## src/rtl/div_unit.sv

```systemverilog
// Multi-cycle radix-2 restoring divider for RV64M DIV/DIVU/REM/REMU and W variants.
// Operands are converted to magnitudes at accept, one quotient bit is produced per
// BUSY cycle, and a final BUSY cycle applies sign correction and result selection.
module div_unit #(
  parameter int unsigned XLEN = 64
) (
  input  logic            clk,
  input  logic            resetn,
  input  logic            in_valid,
  output logic            in_ready,
  input  logic [XLEN-1:0] a,
  input  logic [XLEN-1:0] b,
  input  logic [1:0]      op,
  input  logic            word,
  input  logic            flush,
  output logic            out_valid,
  input  logic            out_ready,
  output logic [XLEN-1:0] c
);

  localparam int unsigned CntW = $clog2(XLEN) + 1;

  typedef enum logic [1:0] {StIdle, StBusy, StDone} state_e;

  state_e            state_q;
  logic [CntW-1:0]   cnt_q;
  logic [XLEN-1:0]   quo_q, rem_q, dvs_q, c_q;
  logic              neg_quo_q, neg_rem_q, sel_rem_q, word_q;

  // Operand preparation signals
  logic              sgn, sa, sb, div_zero, ovf;
  logic [XLEN-1:0]   a_ext, b_ext, mag_a, mag_b, min_val;
  // Iteration signals
  logic              qbit;
  logic [XLEN:0]     diff_low;
  logic [XLEN-1:0]   rem_sh, rem_nx, quo_nx;
  // Finalisation signals
  logic [XLEN-1:0]   q_fin, r_fin, res, res_fin;

  assign in_ready  = (state_q == StIdle);
  assign out_valid = (state_q == StDone);
  assign c         = c_q;

  // Accept-time operand extension, magnitude conversion and special-case detection
  always_comb begin
    sgn     = ~op[0];
    a_ext   = a;
    b_ext   = b;
    min_val = {1'b1, {(XLEN-1){1'b0}}};
    if (word) begin
      a_ext   = {{(XLEN-32){sgn & a[31]}}, a[31:0]};
      b_ext   = {{(XLEN-32){sgn & b[31]}}, b[31:0]};
      min_val = {{(XLEN-32){1'b1}}, 32'h8000_0000};
    end
    sa       = sgn & a_ext[XLEN-1];
    sb       = sgn & b_ext[XLEN-1];
    mag_a    = sa ? -a_ext : a_ext;
    mag_b    = sb ? -b_ext : b_ext;
    div_zero = (b_ext == '0);
    ovf      = sgn & (a_ext == min_val) & (b_ext == '1);
  end

  // One shift-subtract-restore step; the remainder MSB shifted out forces a subtract
  always_comb begin
    rem_sh   = {rem_q[XLEN-2:0], quo_q[XLEN-1]};
    diff_low = {1'b0, rem_sh} - {1'b0, dvs_q};
    qbit     = rem_q[XLEN-1] | ~diff_low[XLEN];
    rem_nx   = qbit ? diff_low[XLEN-1:0] : rem_sh;
    quo_nx   = {quo_q[XLEN-2:0], qbit};
  end

  // Sign correction, quotient/remainder select and W sign-extension
  always_comb begin
    q_fin   = neg_quo_q ? -quo_q : quo_q;
    r_fin   = neg_rem_q ? -rem_q : rem_q;
    res     = sel_rem_q ? r_fin : q_fin;
    res_fin = word_q ? {{(XLEN-32){res[31]}}, res[31:0]} : res;
  end

  // Control FSM and datapath registers; flush overrides every transition
  always_ff @(posedge clk or negedge resetn) begin
    if (!resetn) begin
      state_q   <= StIdle;
      cnt_q     <= '0;
      quo_q     <= '0;
      rem_q     <= '0;
      dvs_q     <= '0;
      c_q       <= '0;
      neg_quo_q <= 1'b0;
      neg_rem_q <= 1'b0;
      sel_rem_q <= 1'b0;
      word_q    <= 1'b0;
    end else if (flush) begin
      state_q <= StIdle;
    end else begin
      unique case (state_q)
        StIdle: begin
          if (in_valid) begin
            state_q   <= StBusy;
            dvs_q     <= mag_b;
            sel_rem_q <= op[1];
            word_q    <= word;
            if (div_zero || ovf) begin
              // Zero count makes the first BUSY cycle the finalisation cycle
              cnt_q     <= '0;
              quo_q     <= div_zero ? '1 : mag_a;
              rem_q     <= div_zero ? mag_a : '0;
              neg_quo_q <= 1'b0;
              neg_rem_q <= div_zero & sa;
            end else begin
              cnt_q     <= word ? CntW'(XLEN / 2) : CntW'(XLEN);
              quo_q     <= word ? {mag_a[31:0], {(XLEN-32){1'b0}}} : mag_a;
              rem_q     <= '0;
              neg_quo_q <= sa ^ sb;
              neg_rem_q <= sa;
            end
          end
        end
        StBusy: begin
          if (cnt_q == '0) begin
            c_q     <= res_fin;
            state_q <= StDone;
          end else begin
            quo_q <= quo_nx;
            rem_q <= rem_nx;
            cnt_q <= cnt_q - CntW'(1);
          end
        end
        StDone: begin
          if (out_ready) state_q <= StIdle;
        end
        default: state_q <= StIdle;
      endcase
    end
  end

endmodule

```

## config.mk

```make
export PLATFORM = sky130hd
export DESIGN_NAME = div_unit
export DESIGN_NICKNAME = d
export VERILOG_FILES = /design/src/rtl/div_unit.sv
export SDC_FILE = /design/constraint.sdc
export NUM_CORES = 1
export LEC_CHECK = 0
export ABC_AREA = 1
export BUFFER_PORTS_ARGS = -buffer_cell sky130_fd_sc_hd__buf_2
export CORE_ASPECT_RATIO = 1.1
export CORE_MARGIN = 2
export CORE_UTILIZATION = 45
export CTS_CLUSTER_DIAMETER = 80
export DETAILED_ROUTE_END_ITERATION = 10
export GPL_TIMING_DRIVEN = 0
export SYNTH_ARGS = -nofsm -noshare
export SYNTH_HDL_FRONTEND = slang
export SYNTH_SLANG_ARGS = --single-unit
```

## constraint.sdc

```tcl
create_clock -name clk -period 5.4 [get_ports clk]
set_input_delay 0.54 -clock clk [delete_from_list [all_inputs] [get_ports clk]]
set_output_delay 0.54 -clock clk [all_outputs]
set_load 0.1 [all_outputs]
```

==> results_dict.tcl <==
set metrics [dict create \
    slew_headroom_pct 0.789 \
    synth_top_area_share_pct 23.0 \
    cts_resized 0 \
    num_vias 36700 \
    min_path_cells 3 \
    holdPathEnd "sel_rem_q$_DFFE_PN0P_" \
    place_worst_setup_slack_ps 1220 \
    cp_max_fo 10 \
    die_x_um 247 \
    r2r-start "quo_q[63]$_DFFE_PN0P_" \
    swShare_pct 61.9 \
    netlist_instances 5222 \
    worst_path_largest_cell_delay_ps 650 \
    drtIter0Drc 4601 \
    grt_util_all_layers_pct 44.8 \
    nets 5672 \
    gp_congestion 1.07 \
    die_h_um 271 \
    die-area_mm2 0.0670 \
    postPlaceCellArea_mm2 0.0314 \
    dp_hpwl_mm 129 \
    yosysSeqAreaShare_pct 23.0 \
    vias_per_cell 5.80 \
    cellInternalPower_mw 7.93 \
    fin_crit_ps 4470 \
    crit_family "simple AND/OR/NAND/NOR gates" \
    insertion_delay_ps 600 \
    io_buffers 201 \
    cp_num_buf_inv 4 \
    gr-total-overflow 0 \
    cp.arrival_ps 4950 \
    vdd_drop_max_v 0.000566 \
    rr_worst_depth 19 \
    dp_cells 6266 \
    drc 0 \
    hold_viol 0 \
    clock-skew-final_ps 46.9 \
    cts_tree "built" \
    grt_pass1_wl_mm 221 \
    post-route-period-util_pct 82.8 \
    post_cts_buffers 0 \
    syn_area_mm2 0.0292 \
    cts-root-buf "clkbuf_16" \
    layout_common_cells "nand2_1, nor2_1, inv_1, nand3_1, a21oi_1" \
    reg2reg_slack_ps 930 \
    grt_pass1_vias 34000 \
    multi_input_area_mm2 0.0191 \
    holdCritPathClass "in2reg" \
    crit_top_cell "nand2_1" \
    max_cap_viol_count 0 \
    synthTopCellsByArea "dfrtp_1, nand2_1, nor2_1, inv_1, nand3_1" \
    antenna_found_initial 2 \
    ys_warn_count 0 \
    power_frac_clock_pct 11.3 \
    num_io_pins 202 \
    routedWlPerCell_um 24.3 \
    fmax_ghz 0.224 \
    antenna_left 0 \
    stdcell_count 6330 \
    maxSlewViolCount 0 \
    ys_seq_elements 269 \
    initial_core_util_pct 45.7 \
    power.total_mw 20.8 \
    critPathKind "reg2reg" \
    n_fill_cell 7021 \
    htree_levels 2 \
    cp_cell_sequence "inv_1, ha_1, fa_1, inv_1, nand3_1, nand3_1, nand2_1, nand2_1, nand2_1, nand2_1, nand2_1, nand2_1, nand2_1, nand3_1, buf_2, buf_1, nand3_1, nand3_1, a21oi_1" \
    cts_hold_buf 1 \
    wl_mm 154 \
    regArea_mm2 0.00673 \
    p_leak_nw 16.5 \
    clock_sinks 269 \
    pwr-share-seq_pct 21.1 \
    yosysTopAreaCell "dfrtp_1" \
    cp.required_ps 5880 \
    pwr-share-comb_pct 67.6 \
    tightest_slew_ps 1490 \
    slowest_stage "buf_1" \
    cts_buffers 36 \
    start_kind "flip-flop" \
    clock_path_buffers 3 \
    avgSynthCellArea_um2 5.60 \
    syn_to_final_growth_pct 11.1 \
    synth_fp_nets 5430 \
    rsz0062_at_grt "no" \
    synth_cell_types 46 \
    first_pass_iters 9 \
    rr_endpoint "rem_q[43]$_DFFE_PN0P_" \
    fin_area_mm2 0.0325 \
    status "completed" \
    clkTransAtPathRegs_ps 60 \
    mostFrequentLayoutCell "nand2_1" \
    power_density_mw_per_mm2 641 \
    p_sw_mw 12.9 \
    min_from "op[1]" \
    report.final.setup_viol 0 \
    end_kind "flip-flop" \
    fin_ws_ps 929 \
    rows 97 \
    grt_max_degree 114 \
    layout-drive-gt1-share_pct 6.42 \
    core_area_mm2 0.0640 \
]
worst max-delay path by stage:
stage                                      start                     to  cells past startpoint
after floorplan           state_q[0]$_DFFE_PN0P_   quo_q[0]$_DFFE_PN0P_                      8
after detailed placement   quo_q[63]$_DFFE_PN0P_  rem_q[43]$_DFFE_PN0P_                     19
after CTS                  quo_q[63]$_DFFE_PN0P_  rem_q[43]$_DFFE_PN0P_                     19
after global placement                    resetn  dvs_q[54]$_DFFE_PN0P_                      1
final                      quo_q[63]$_DFFE_PN0P_  rem_q[43]$_DFFE_PN0P_                     19
after global routing       quo_q[63]$_DFFE_PN0P_  rem_q[37]$_DFFE_PN0P_                     19
area by class of cell:
class | count | area share (%)
clock buffer | 46 | 2.95
clock inverter | 15 | 0.447
tap | 841 | 3.24
sequential | 269 | 20.7
timing repair buffer | 204 | 3.33
antenna | 2 | 0.0154
buffer | 182 | 2.30
multi-input combinational | 4072 | 58.9
inverter | 699 | 8.08
kinds of logic after synthesis:
logic type	share of synthesized area [%]
adders and majority gates	3.11
AOI/OAI and AO/OA	13.9
xor gates and xnor gates	3.84
DFF	23.0
and+or+nand+nor	44.6
buffers and inverters	11.5
worst register-to-register path, delay by kind of cell (launching register included):
| family | cells | cell delay, ps |
|---|---|---|
| and+or+nand+nor | 12 | 1840 |
| buffers and inverters | 4 | 1330 |
| adders and majority gates | 2 | 770 |
| DFF | 1 | 340 |
| AOI/OAI and AO/OA | 1 | 80 |
routing by layer:
metal / GRT usage [%] / vias up / part of all wire, %
li1: - / 17200 / -
met4: 36.6 / 0 / 10
met3: 8.47 / 570 / 9.8
met1: 54.8 / 16700 / 38
met5: 0 / - / 0
met2: 68.3 / 2242 / 42
flip-flops by register name (all words and copies together) (netlist names), 2 cells and up:
name     cells
quo_q       64
rem_q       64
state_q      2
c           64
cnt_q        7
dvs_q       64
cells in the mapped netlist, drive strengths merged:
cell and number:
dfrtp 269, a21boi 27, ha 71, o41ai 1, nand4 135, a21o 4, o311ai 4, o21a 22
nand3b 19, xor2 82, and3 4, o31ai 10, inv 699, o21bai 11, a31oi 5, o211ai 20
nor3b 2, nor3 63, xnor2 46, nand3 498, nand2 1612, o21ai 305, nor2 736, or2 39
fa 1, a21oi 327, and2 2, a2bb2oi 3, nor4 12, clkbuf 122, o32ai 2, buf 60
o22ai 8, o22a 1
power groups by stage:
stage	Combinational (mW)	Sequential, mW	Clock (mW)
3_3_place_gp	13.5	4.26	0
5_1_grt	15.1	4.42	2.41
6_report	14.1	4.40	2.35
2_1_floorplan	7.88	5.15	0
4_1_cts	13.6	4.26	2.33
3_5_place_dp	13.5	4.29	0
per-stage QoR:
stage | utilization, % | hold WS, ps | setup TNS (ps)
after global routing | 50.8 | 236 | 0
after detailed placement | 49.0 | 469 | 0
final | 50.8 | 231 | 0
after CTS | 50.8 | 213 | 0
after floorplan | - | 244 | 0
after global placement | 48.9 | 459 | -325730
Power figures use the tool's default switching activity.
